File: config.mk
export PLATFORM = sky130hd
export DESIGN_NAME = fetch_unit
export DESIGN_NICKNAME = d
export VERILOG_FILES = /design/src/rtl/fetch_unit.sv
export SDC_FILE = /design/constraint.sdc
export NUM_CORES = 1
export LEC_CHECK = 0
export CORE_ASPECT_RATIO = 0.9
export CORE_MARGIN = 8
export CORE_UTILIZATION = 50
export CTS_CLUSTER_SIZE = 14
export DETAILED_ROUTE_END_ITERATION = 10
export PLACE_DENSITY = 0.85
export SETUP_SLACK_MARGIN = 0.3
export SLEW_MARGIN = 20
export SYNTH_ARGS = -nofsm -noshare
export SYNTH_HDL_FRONTEND = slang
export SYNTH_SLANG_ARGS = --single-unit
File: constraint.sdc
create_clock -name clk -period 4.7 [get_ports clk]
set_input_delay 1.175 -clock clk [delete_from_list [all_inputs] [get_ports clk]]
set_output_delay 1.175 -clock clk [all_outputs]
set_load 0.02 [all_outputs]
File: src/rtl/fetch_unit.sv
// Instruction-fetch stage: owns the PC, reads the ROM combinationally and queues
// {pc, instruction} into a 2-entry skid buffer feeding decode; handles redirects and HALT.
module fetch_unit #(
    parameter int                     PC_W      = 6,
    parameter int                     INSTR_W   = 32,
    parameter logic [PC_W-1:0]        RESET_PC  = '0,
    parameter logic [INSTR_W-1:0]     HALT_WORD = 32'h0000_0031
) (
    input  logic               clk,
    input  logic               rst_n,
    output logic [PC_W-1:0]    pc,
    input  logic [INSTR_W-1:0] instruction,
    input  logic               id_ready,
    output logic               if_valid,
    output logic [INSTR_W-1:0] if_instr,
    output logic [PC_W-1:0]    if_pc,
    input  logic               redirect,
    input  logic [PC_W-1:0]    redirect_pc,
    output logic               halted
);

    typedef struct packed {
        logic [PC_W-1:0]    pc;
        logic [INSTR_W-1:0] instr;
    } entry_t;

    typedef enum logic {RUN, HALTED} state_t;

    state_t          state;
    logic [PC_W-1:0] pc_q;
    logic [1:0]      count;
    entry_t          head;
    entry_t          tail;
    entry_t          fetched;
    logic            pop;
    logic            push;
    logic            hit_halt;

    assign fetched  = {pc_q, instruction};
    assign hit_halt = (instruction == HALT_WORD);
    assign if_valid = (count != 2'd0);
    assign pop      = if_valid & id_ready;
    // A pop frees a slot in the same cycle, so a full buffer still streams 1/cycle.
    assign push     = (state == RUN) & ~redirect & ((count < 2'd2) | pop);

    assign pc       = pc_q;
    assign if_instr = head.instr;
    assign if_pc    = head.pc;

    // Control: PC sequencing and RUN/HALTED. Redirect wins over everything.
    always_ff @(posedge clk or negedge rst_n) begin
        if (!rst_n) begin
            state  <= RUN;
            halted <= 1'b0;
            pc_q   <= RESET_PC;
        end else if (redirect) begin
            state  <= RUN;
            halted <= 1'b0;
            pc_q   <= redirect_pc;
        end else if (push) begin
            if (hit_halt) begin
                // PC parks on the HALT address so a later redirect is the only way out.
                state  <= HALTED;
                halted <= 1'b1;
            end else begin
                pc_q <= pc_q + 1'b1;
            end
        end
    end

    // Skid buffer: head is what decode sees, tail only holds data when count==2.
    always_ff @(posedge clk or negedge rst_n) begin
        if (!rst_n) begin
            count <= 2'd0;
            head  <= '0;
            tail  <= '0;
        end else if (redirect) begin
            count <= 2'd0;
        end else begin
            case ({push, pop})
                2'b10: begin
                    if (count == 2'd0) head <= fetched;
                    else               tail <= fetched;
                    count <= count + 2'd1;
                end
                2'b01: begin
                    if (count == 2'd2) head <= tail;
                    count <= count - 2'd1;
                end
                2'b11: begin
                    if (count == 2'd2) begin
                        head <= tail;
                        tail <= fetched;
                    end else begin
                        head <= fetched;
                    end
                end
                default: ;
            endcase
        end
    end

endmodule
# ---- Yosys cells after proc, flatten, opt, wreduce, memory -nomap -nowiden
# Cells that the tools add are included.
# W data, S select, Z words.
dict set report totals {
  out_inout_bits 46
  input_bits 42
  ff_bits 85
}
dict set report op_classes {
  n_reduce_logical 11
  order_cmp 1
  n_bitwise 6
  n_eq_ne 10
  add_sub_neg 3
  mux 15
}
# operator count
set ops {}
lappend ops {{$mux W38} 5}
lappend ops {{$pmux W38 S3} 1}
lappend ops {{$pmux W38 S2} 1}
lappend ops {{$eq A32 B6 Y1 const B} 1}
lappend ops {{$mux W6} 3}
lappend ops {{$ne A2 B2 Y1 const B} 5}
lappend ops {{$reduce_and A4 Y1} 2}
lappend ops {{$reduce_bool A2 Y1} 4}
lappend ops {{$add A6 B1 Y6 const B} 1}
lappend ops {{$eq A2 B2 Y1 const B} 3}
lappend ops {{$reduce_bool A3 Y1} 2}
lappend ops {{$pmux W2 S2} 1}
lappend ops {{$reduce_and A2 Y1} 2}
lappend ops {{$and A1 B1 Y1} 3}
lappend ops {{$mux W1} 3}
lappend ops {{$add A2 B1 Y2 const B} 1}
lappend ops {{$eq A2 B1 Y1 const B} 1}
lappend ops {{$logic_not A2 Y1} 1}
lappend ops {{$lt A2 B2 Y1 const B} 1}
lappend ops {{$mux W2} 1}
lappend ops {{$not A1 Y1} 2}
lappend ops {{$sub A2 B1 Y2 const B} 1}
lappend ops {{$or A1 B1 Y1} 1}

# ---- Depth between registers and ports, before layout
# Gate-level depths: netlist of run 1.
dict set report depth {
  depth_word 7
  ltp_mapped 7
  ltp_nobuf 5
}

# ---- Worst setup path before layout of run 1
# No wires, ideal clock.
dict set report synth_timing {
  path_kind {input port to flip-flop}
  start {input id_ready}
  end {register head (netlist bit if_instr[13])}
  path_slack_ns 2.142
  path_buffers 3
  setup_time_ns 0.125
  required_ns 4.575
  stages 7
  t_arrival_ns 2.433
  path_cell_list {buf_2 -> o21ai_1 -> a21oi_1 -> buf_6 -> buf_6 -> mux2_4 -> mux2_4}
}
dict set report synth_via {
  elab_chain_len 6
  word_cells_on_any_way 11
  cone_classes {5 x eq/ne; 1 x mux; 3 x bitwise; 2 x reduce/logical}
}
# item line
set synth_rtl {}
lappend synth_rtl {{start, declared} 13} ;# input logic id_ready,
lappend synth_rtl {{$and A1 B1 Y1 (*)} 42} ;# assign pop = if_valid & id_ready;
lappend synth_rtl {{$or A1 B1 Y1} 44} ;# assign push = (state == RUN) & ~redirect & ((count < 2'd2) | pop);
lappend synth_rtl {{$and A1 B1 Y1} 44}
lappend synth_rtl {{$eq A2 B1 Y1 or $eq A2 B2 Y1 (tied branches)} 80} ;# case ({push, pop})
lappend synth_rtl {{$ne A2 B2 Y1 (no source line) or $reduce_bool A3 Y1 (tied branches)} --}
lappend synth_rtl {{$reduce_and A4 Y1 (no source line)} --}
lappend synth_rtl {{end signal, assigned} 82} ;# if (count == 2'd0) head <= fetched;
lappend synth_rtl {{end signal, assigned} 87} ;# if (count == 2'd2) head <= tail;
lappend synth_rtl {{end signal, assigned} 92} ;# head <= tail;
lappend synth_rtl {{end, declared} 32} ;# entry_t head;
# Every way passes the cells marked *; elsewhere a longest branch is shown, timed or not.
# A chain may end at the register's enable or synchronous reset.

# ---- Worst setup path after layout of run 1
dict set report layout_timing {
  start {input redirect}
  end {register head (netlist bit if_instr[12])}
}
dict set report layout_via {
  elab_chain_len 6
  word_cells_on_any_way 11
  cone_classes {5 x eq/ne; 1 x mux; 3 x bitwise; 2 x reduce/logical}
}
# item line
set layout_rtl {}
lappend layout_rtl {{start, declared} 17} ;# input logic redirect,
lappend layout_rtl {{$not A1 Y1 (no source line) (*)} --}
lappend layout_rtl {{$and A1 B1 Y1 (2 in a row)} 44}
lappend layout_rtl {{$eq A2 B1 Y1 or $eq A2 B2 Y1 (tied branches)} 80}
lappend layout_rtl {{$ne A2 B2 Y1 (no source line) or $reduce_bool A3 Y1 (tied branches)} --}
lappend layout_rtl {{$reduce_and A4 Y1 (no source line)} --}
# Marked as above.

==> results.py, run 1 <==
metrics = {
    "synth": {
        "synth.most_common_cell": "dfrtp_1",
        "synth_cells": 297,
        "async_reset_ff_share_pct": 100,
        "yosys_warnings": 0,
        "synth-edff-count": 0,
        "synthesis.area_um2": 4170,
        "seq_area_frac_synth_pct": 51.0,
        "synth_top_area_share_pct": 51.0,
        "yosys.area.top_type": "dfrtp_1",
        "syn-num-nets": 340,
        "synth_commonest_cells": "dfrtp_1 (85), mux2_2 (74), mux2_4 (38)",
        "synth_top_flop_cell": "dfrtp_1",
        "synth.distinct_cells": 38,
        "synth_area_leaders": "dfrtp_1 (51%), mux2_2 (20%), mux2_4 (14%)",
        "avgSynthCellArea_um2": 14.0,
        "synth_seq_cells": 85,
    },
    "worst_hold_path": {
        "worst_hold_path.endpoint": "tail[10]",
        "min_delay_path_depth": 1,
        "worstHoldStart": "tail[10]",
        "hold_path_class": "reg -> reg",
    },
    "detailed_routing": {
        "avgRoutedWirePerCell_um": 18.5,
        "ant_nets": 0,
        "avgViaCountPerCell": 5.50,
        "routed_wl_um": 8980,
        "drt_iter0_markers": 114,
        "drc": 0,
        "first_pass_iters": 4,
        "vias": 2668,
    },
    "global_routing": {
        "top_usage_layer": "met2",
        "grt-ovfl-total": 0,
        "met1_usage_pct": 17.9,
        "grt_max_degree": 86,
        "grtUsageMet2_pct": 27.5,
        "antenna_found_initial": 0,
        "met3_usage_pct": 5.56,
        "first_global_vias": 2910,
        "grt_pass1_wl_um": 14300,
        "grtUsageTotal_pct": 15.8,
    },
    "die": {
        "dieArea_um2": 11500,
        "core_area_um2": 8070,
        "die_w_um": 112,
        "die_h_um": 103,
        "num_rows": 31,
        "pin_count": 88,
        "start_util_pct": 51.7,
    },
    "clocking": {
        "ctsHtreeMaxLevel": 3,
        "cts.clk_slew.worst_paths_ns": 0.08,
        "cts_resized": 0,
        "numCtsBuffers": 9,
        "postCtsHoldBufs": 0,
        "clock-sinks": 85,
        "clockRootBuffer": "clkbuf_8",
        "cts_buffer_depth": 2,
        "cts_tree": "built",
        "clk_latency_ns": 0.34,
        "postCtsSetupBuffers": 0,
    },
    "timing": {
        "fmax_mhz": 304,
        "worstMarginPinSlew_ns": 0.748,
        "slew_viol_final": 0,
        "setup_ws_ns": 1.41,
        "slew_headroom_pct": 50.1,
        "hold_ws_ns": 0.508,
        "rsz0062_at_grt": "no",
        "period_needed_ns": 3.29,
        "fin_crit_sh_pct": 70.0,
        "setup_viol": 0,
        "tns_ns": 0,
        "final.setup_skew_ns": 0.00742,
        "hold_viol_final": 0,
    },
    "setup_path": {
        "cpPeakStageDelay_ns": 0.59,
        "ff2ff_path_depth": 5,
        "crit_arrival_ns": 3.52,
        "r2r_slack_ns": 2.34,
        "crit_path_end_kind": "flop",
        "startpoint": "redirect",
        "worstReg2RegEnd": "if_instr[12]",
        "crit_path_cell_trace": "clkdlybuf4s50_1, buf_4, nor2_1, a21oi_4, buf_12, mux2_2, mux2_2",
        "crit_type": "in -> reg",
        "crit_slowest_cell": "a21oi_4",
        "r2r_start": "state",
        "crit_top_cell": "mux2_2",
        "crit_required_ns": 4.93,
        "setup.worst_path.start_class": "input pin",
        "path_max_fanout": 22,
    },
    "power": {
        "combPwrFrac_pct": 32.5,
        "p_leak_uw": 0.00226,
        "peakVddDrop_mv": 0.283,
        "p_seq_share_pct": 42.9,
        "p_int_uw": 1810,
        "powerDensity_nw_per_um2": 476,
        "switchingPower_uw": 729,
        "swShare_pct": 28.7,
        "clockPowerShare_pct": 24.6,
    },
    "placement": {
        "dpl_cell_area_um2": 5100,
        "portBuffers": 87,
        "place_congestion": 0.785,
        "place_hpwl_um": 6450,
        "place_ws_ns": 1.04,
    },
    "final_layout": {
        "fin_nets": 424,
        "syn2layout_area_growth_pct": 28.2,
        "num_antenna_cells": 0,
        "layout-drive-gt1-share_pct": 35.5,
        "fin_area_um2": 5350,
        "post-route-util_pct": 66.3,
    },
    "run_status": {
        "outcome": "complete, no violations",
    },
    "job": {
        "drv_cap": 0,
    },
}
-- cell usage in the layout, fill, tap and decap left out, drive strengths merged, types with 7 or more instances in the layout --
| cell type | instances |
|---|---|
| inv | 8 |
| dfrtp | 85 |
| clkbuf | 10 |
| a21oi | 7 |
| mux2 | 112 |
| nand2 | 7 |
| o211ai | 8 |
| nor2 | 8 |
| clkdlybuf4s50 | 86 |
| nor4 | 8 |
-- power groups by stage --
stage	Combinational, µW	Sequential [µW]	Clock (µW)
final	825	1090	627
after CTS	839	1090	640
after global placement	814	1090	0
after detailed placement	836	1110	0
after global routing	884	1120	671
after floorplan	403	1190	0
-- per-layer routing --
layer	part of all wire (%)	up-vias	wire, µm
li1	-	1245	-
met1	44	1347	3940
met2	50	68	4460
met3	5.1	8	457
met4	1.3	0	119
met5	0	-	0
-- registers in the layout, indices dropped and copies added (netlist names) --
signal / flops
tail: 38
if_instr: 32
if_pc: 6
pc: 6
count: 2
state: 1
-- per-stage QoR --
step           total power [µW]  std cells
5_1_grt                    2680        485
2_1_floorplan              1590        297
3_5_place_dp               1940        469
4_1_cts                    2570        485
6_report                   2540        485
3_3_place_gp               1900        469
-- worst max-delay path, delay by kind of cell --
kind	cells	cell delay [ns]
buf+inv	3	0.97
mux	2	0.62
compound gates	1	0.59
simple gates	1	0.16
-- final cells by class --
cell class                      count  area (µm²)
Timing Repair Buffer               91         927
Inverter                            8        30.0
Clock inverter                      6         110
Fill cell                         599        2720
Tap cell                           99         124
Sequential cell                    85        2130
Multi-Input combinational cell    186        1890
Clock buffer                       10         138
-- how the worst max path moves through the flow --
stage	end	slack, ns	cells past startpoint
2_1_floorplan	if_instr[13]	2.14	7
4_1_cts	if_instr[12]	1.41	7
3_3_place_gp	if_instr[4]	1.10	7
3_5_place_dp	if_instr[12]	1.04	7
5_1_grt	if_instr[10]	1.32	7
6_report	if_instr[12]	1.41	7
-- logic make-up after synthesis --
| family | Yosys count | synth area share (%) |
|---|---|---|
| multiplexers | 112 | 33.7 |
| flip-flops | 85 | 51.0 |
| adder cells (fa/ha/maj) | 1 | 0.300 |
| AND/OR/NAND/NOR | 42 | 5.46 |
| buffers and inverters | 26 | 4.35 |
| AO/OA/AOI/OAI | 31 | 5.25 |
(Power assumes the default switching activity.)
==> run 2: changes to the inputs <==
- CORE_UTILIZATION: 50 -> 46
- PLACE_DENSITY: 0.85 -> 0.82
- clock period: 4.7 -> 2.8 ns (I/O delays scaled with it)
==> results.py, run 2 (same netlist as run 1, synthesis figures left out) <==
metrics = {
    "setup_path": {
        "crit_type": "reg -> out",
        "crit_arrival_ns": 1.70,
        "r2r_slack_ns": 0.80,
        "setup.worst_path.start_class": "flop",
        "crit_path_end_kind": "primary output",
        "r2r_start": "state",
        "ff2ff_path_depth": 5,
        "crit_required_ns": 2.10,
        "path_max_fanout": 10,
        "critPathCapture": "if_valid",
        "worstReg2RegEnd": "if_instr[31]",
        "startpoint": "count[0]",
    },
    "timing": {
        "slew_headroom_pct": 64.6,
        "hold_ws_ns": 0.310,
        "hold_viol_final": 0,
        "rsz0062_at_grt": "no",
        "tns_ns": 0,
        "fin_crit_sh_pct": 85.7,
        "final.setup_skew_ns": 0.0103,
        "worstMarginPinSlew_ns": 0.526,
        "setup_viol": 0,
        "slew_viol_final": 0,
        "period_needed_ns": 2.40,
        "fmax_mhz": 417,
    },
    "final_layout": {
        "most-common-layout-cells": "clkdlybuf4s50_1 (86), dfrtp_1 (85), mux2_2 (74), mux2_4 (38), clkbuf_8 (9)",
        "largest_register_ffs": 38,
        "syn2layout_area_growth_pct": 28.9,
        "layout.cells.most_common": "clkdlybuf4s50_1",
        "post-route-util_pct": 60.0,
        "layout-drive-gt1-share_pct": 35.5,
        "fin_cells": 514,
        "num_antenna_cells": 0,
        "regMostFlops": "tail",
        "fin_nets": 431,
    },
    "die": {
        "start_util_pct": 46.6,
        "dieArea_um2": 12400,
        "pin_count": 88,
        "die_h_um": 106,
        "die_w_um": 116,
        "num_rows": 33,
        "core_area_um2": 8960,
    },
    "detailed_routing": {
        "drt_iter0_markers": 191,
        "avgViaCountPerCell": 5.20,
        "wl_met1_um": 3890,
        "met3_length_um": 503,
        "first_pass_iters": 4,
        "drc": 0,
        "vias": 2672,
        "ant_nets": 0,
        "dr.max_layer_used": "met4",
        "routed_wl_um": 8840,
        "route.met2.wl_um": 4280,
        "avgRoutedWirePerCell_um": 17.2,
    },
    "power": {
        "swShare_pct": 29.3,
        "combPwrFrac_pct": 34.5,
        "switchingPower_uw": 1180,
        "p_leak_uw": 0.00228,
        "p_seq_share_pct": 45.5,
        "p_total_uw": 4030,
        "powerDensity_nw_per_um2": 749,
        "p_int_uw": 2850,
        "clockPowerShare_pct": 20.0,
        "peakVddDrop_mv": 0.318,
    },
    "placement": {
        "portBuffers": 87,
        "place_hpwl_um": 6320,
        "place_congestion": 0.808,
        "dp_cells": 499,
    },
    "clocking": {
        "cts.clk_slew.worst_paths_ns": 0.08,
        "numCtsBuffers": 9,
        "cts_resized": 0,
        "cts_buffer_depth": 2,
        "cts_tree": "built",
        "ctsHtreeMaxLevel": 3,
        "postCtsHoldBufs": 0,
        "clockRootBuffer": "clkbuf_8",
        "postCtsSetupBuffers": 0,
        "clk_latency_ns": 0.34,
        "clock-sinks": 85,
    },
    "run_status": {
        "outcome": "complete, no violations",
    },
    "global_routing": {
        "grtUsageTotal_pct": 14.6,
        "grt_max_degree": 50,
        "antenna_found_initial": 0,
        "grt-ovfl-total": 0,
        "first_global_vias": 2852,
        "grt_pass1_wl_um": 14300,
    },
    "job": {
        "drv_cap": 0,
    },
    "worst_hold_path": {
        "hold_path_class": "in -> async",
    },
}
[run 2: changes by cell type in the layout (fill, tap and decap cells not counted), sizes merged]
cell,delta
buf,+7
clkbuf,+3
bufinv,-2
clkinvlp,-2
[run 2: cell type report]
class,instances,area (µm²)
flip-flops and latches,85,2130
inverters,8,30.0
clock buffers,13,139
repair buffers,98,1000
fillers,709,3580
multi-input cells,186,1890
well taps,122,153
clock inverters,2,35.0
[run 2: worst min path at each step]
stage	startpoint	endpoint	slack, ns	cells past startpoint
2_1_floorplan	rst_n	count[0]	0.40	0
3_3_place_gp	tail[10]	tail[10]	0.48	1
3_5_place_dp	tail[31]	tail[31]	0.49	1
4_1_cts	rst_n	tail[36]	0.32	1
5_1_grt	rst_n	tail[36]	0.34	1
6_report	rst_n	tail[36]	0.31	1
[run 2: routing by layer]
| layer | GRT usage [%] | up-vias |
|---|---|---|
| li1 | - | 1263 |
| met1 | 18.1 | 1336 |
| met2 | 23.9 | 58 |
| met3 | 3.06 | 15 |
| met4 | 6.94 | 0 |
| met5 | 0 | - |
[run 2: worst max-delay path, stage by stage (launching register included)]
cell	delay, ns
dfrtp_1	0.49
or2_2	0.33
clkdlybuf4s50_1	0.54
[run 2: metrics by stage]
stage | setup WS, ns | area [µm²]
3_3_place_gp | 0.158 | 5200
2_1_floorplan | 0.717 | 4170
6_report | 0.401 | 5380
4_1_cts | 0.380 | 5380
5_1_grt | 0.332 | 5380
3_5_place_dp | 0.190 | 5200
[run 2: power by group through the flow]
stage	registers, µW	clock network (µW)	logic (µW)
3_3_place_gp	1840	0	1370
2_1_floorplan	2000	0	676
3_5_place_dp	1860	0	1410
5_1_grt	1880	875	1480
6_report	1830	807	1390
4_1_cts	1830	826	1410
==> run 3: changes to the inputs <==
- TNS_END_PERCENT: not set -> 100
==> results of run 3 <==
The final DEF is identical to that of run 2; final timing and power are the same.
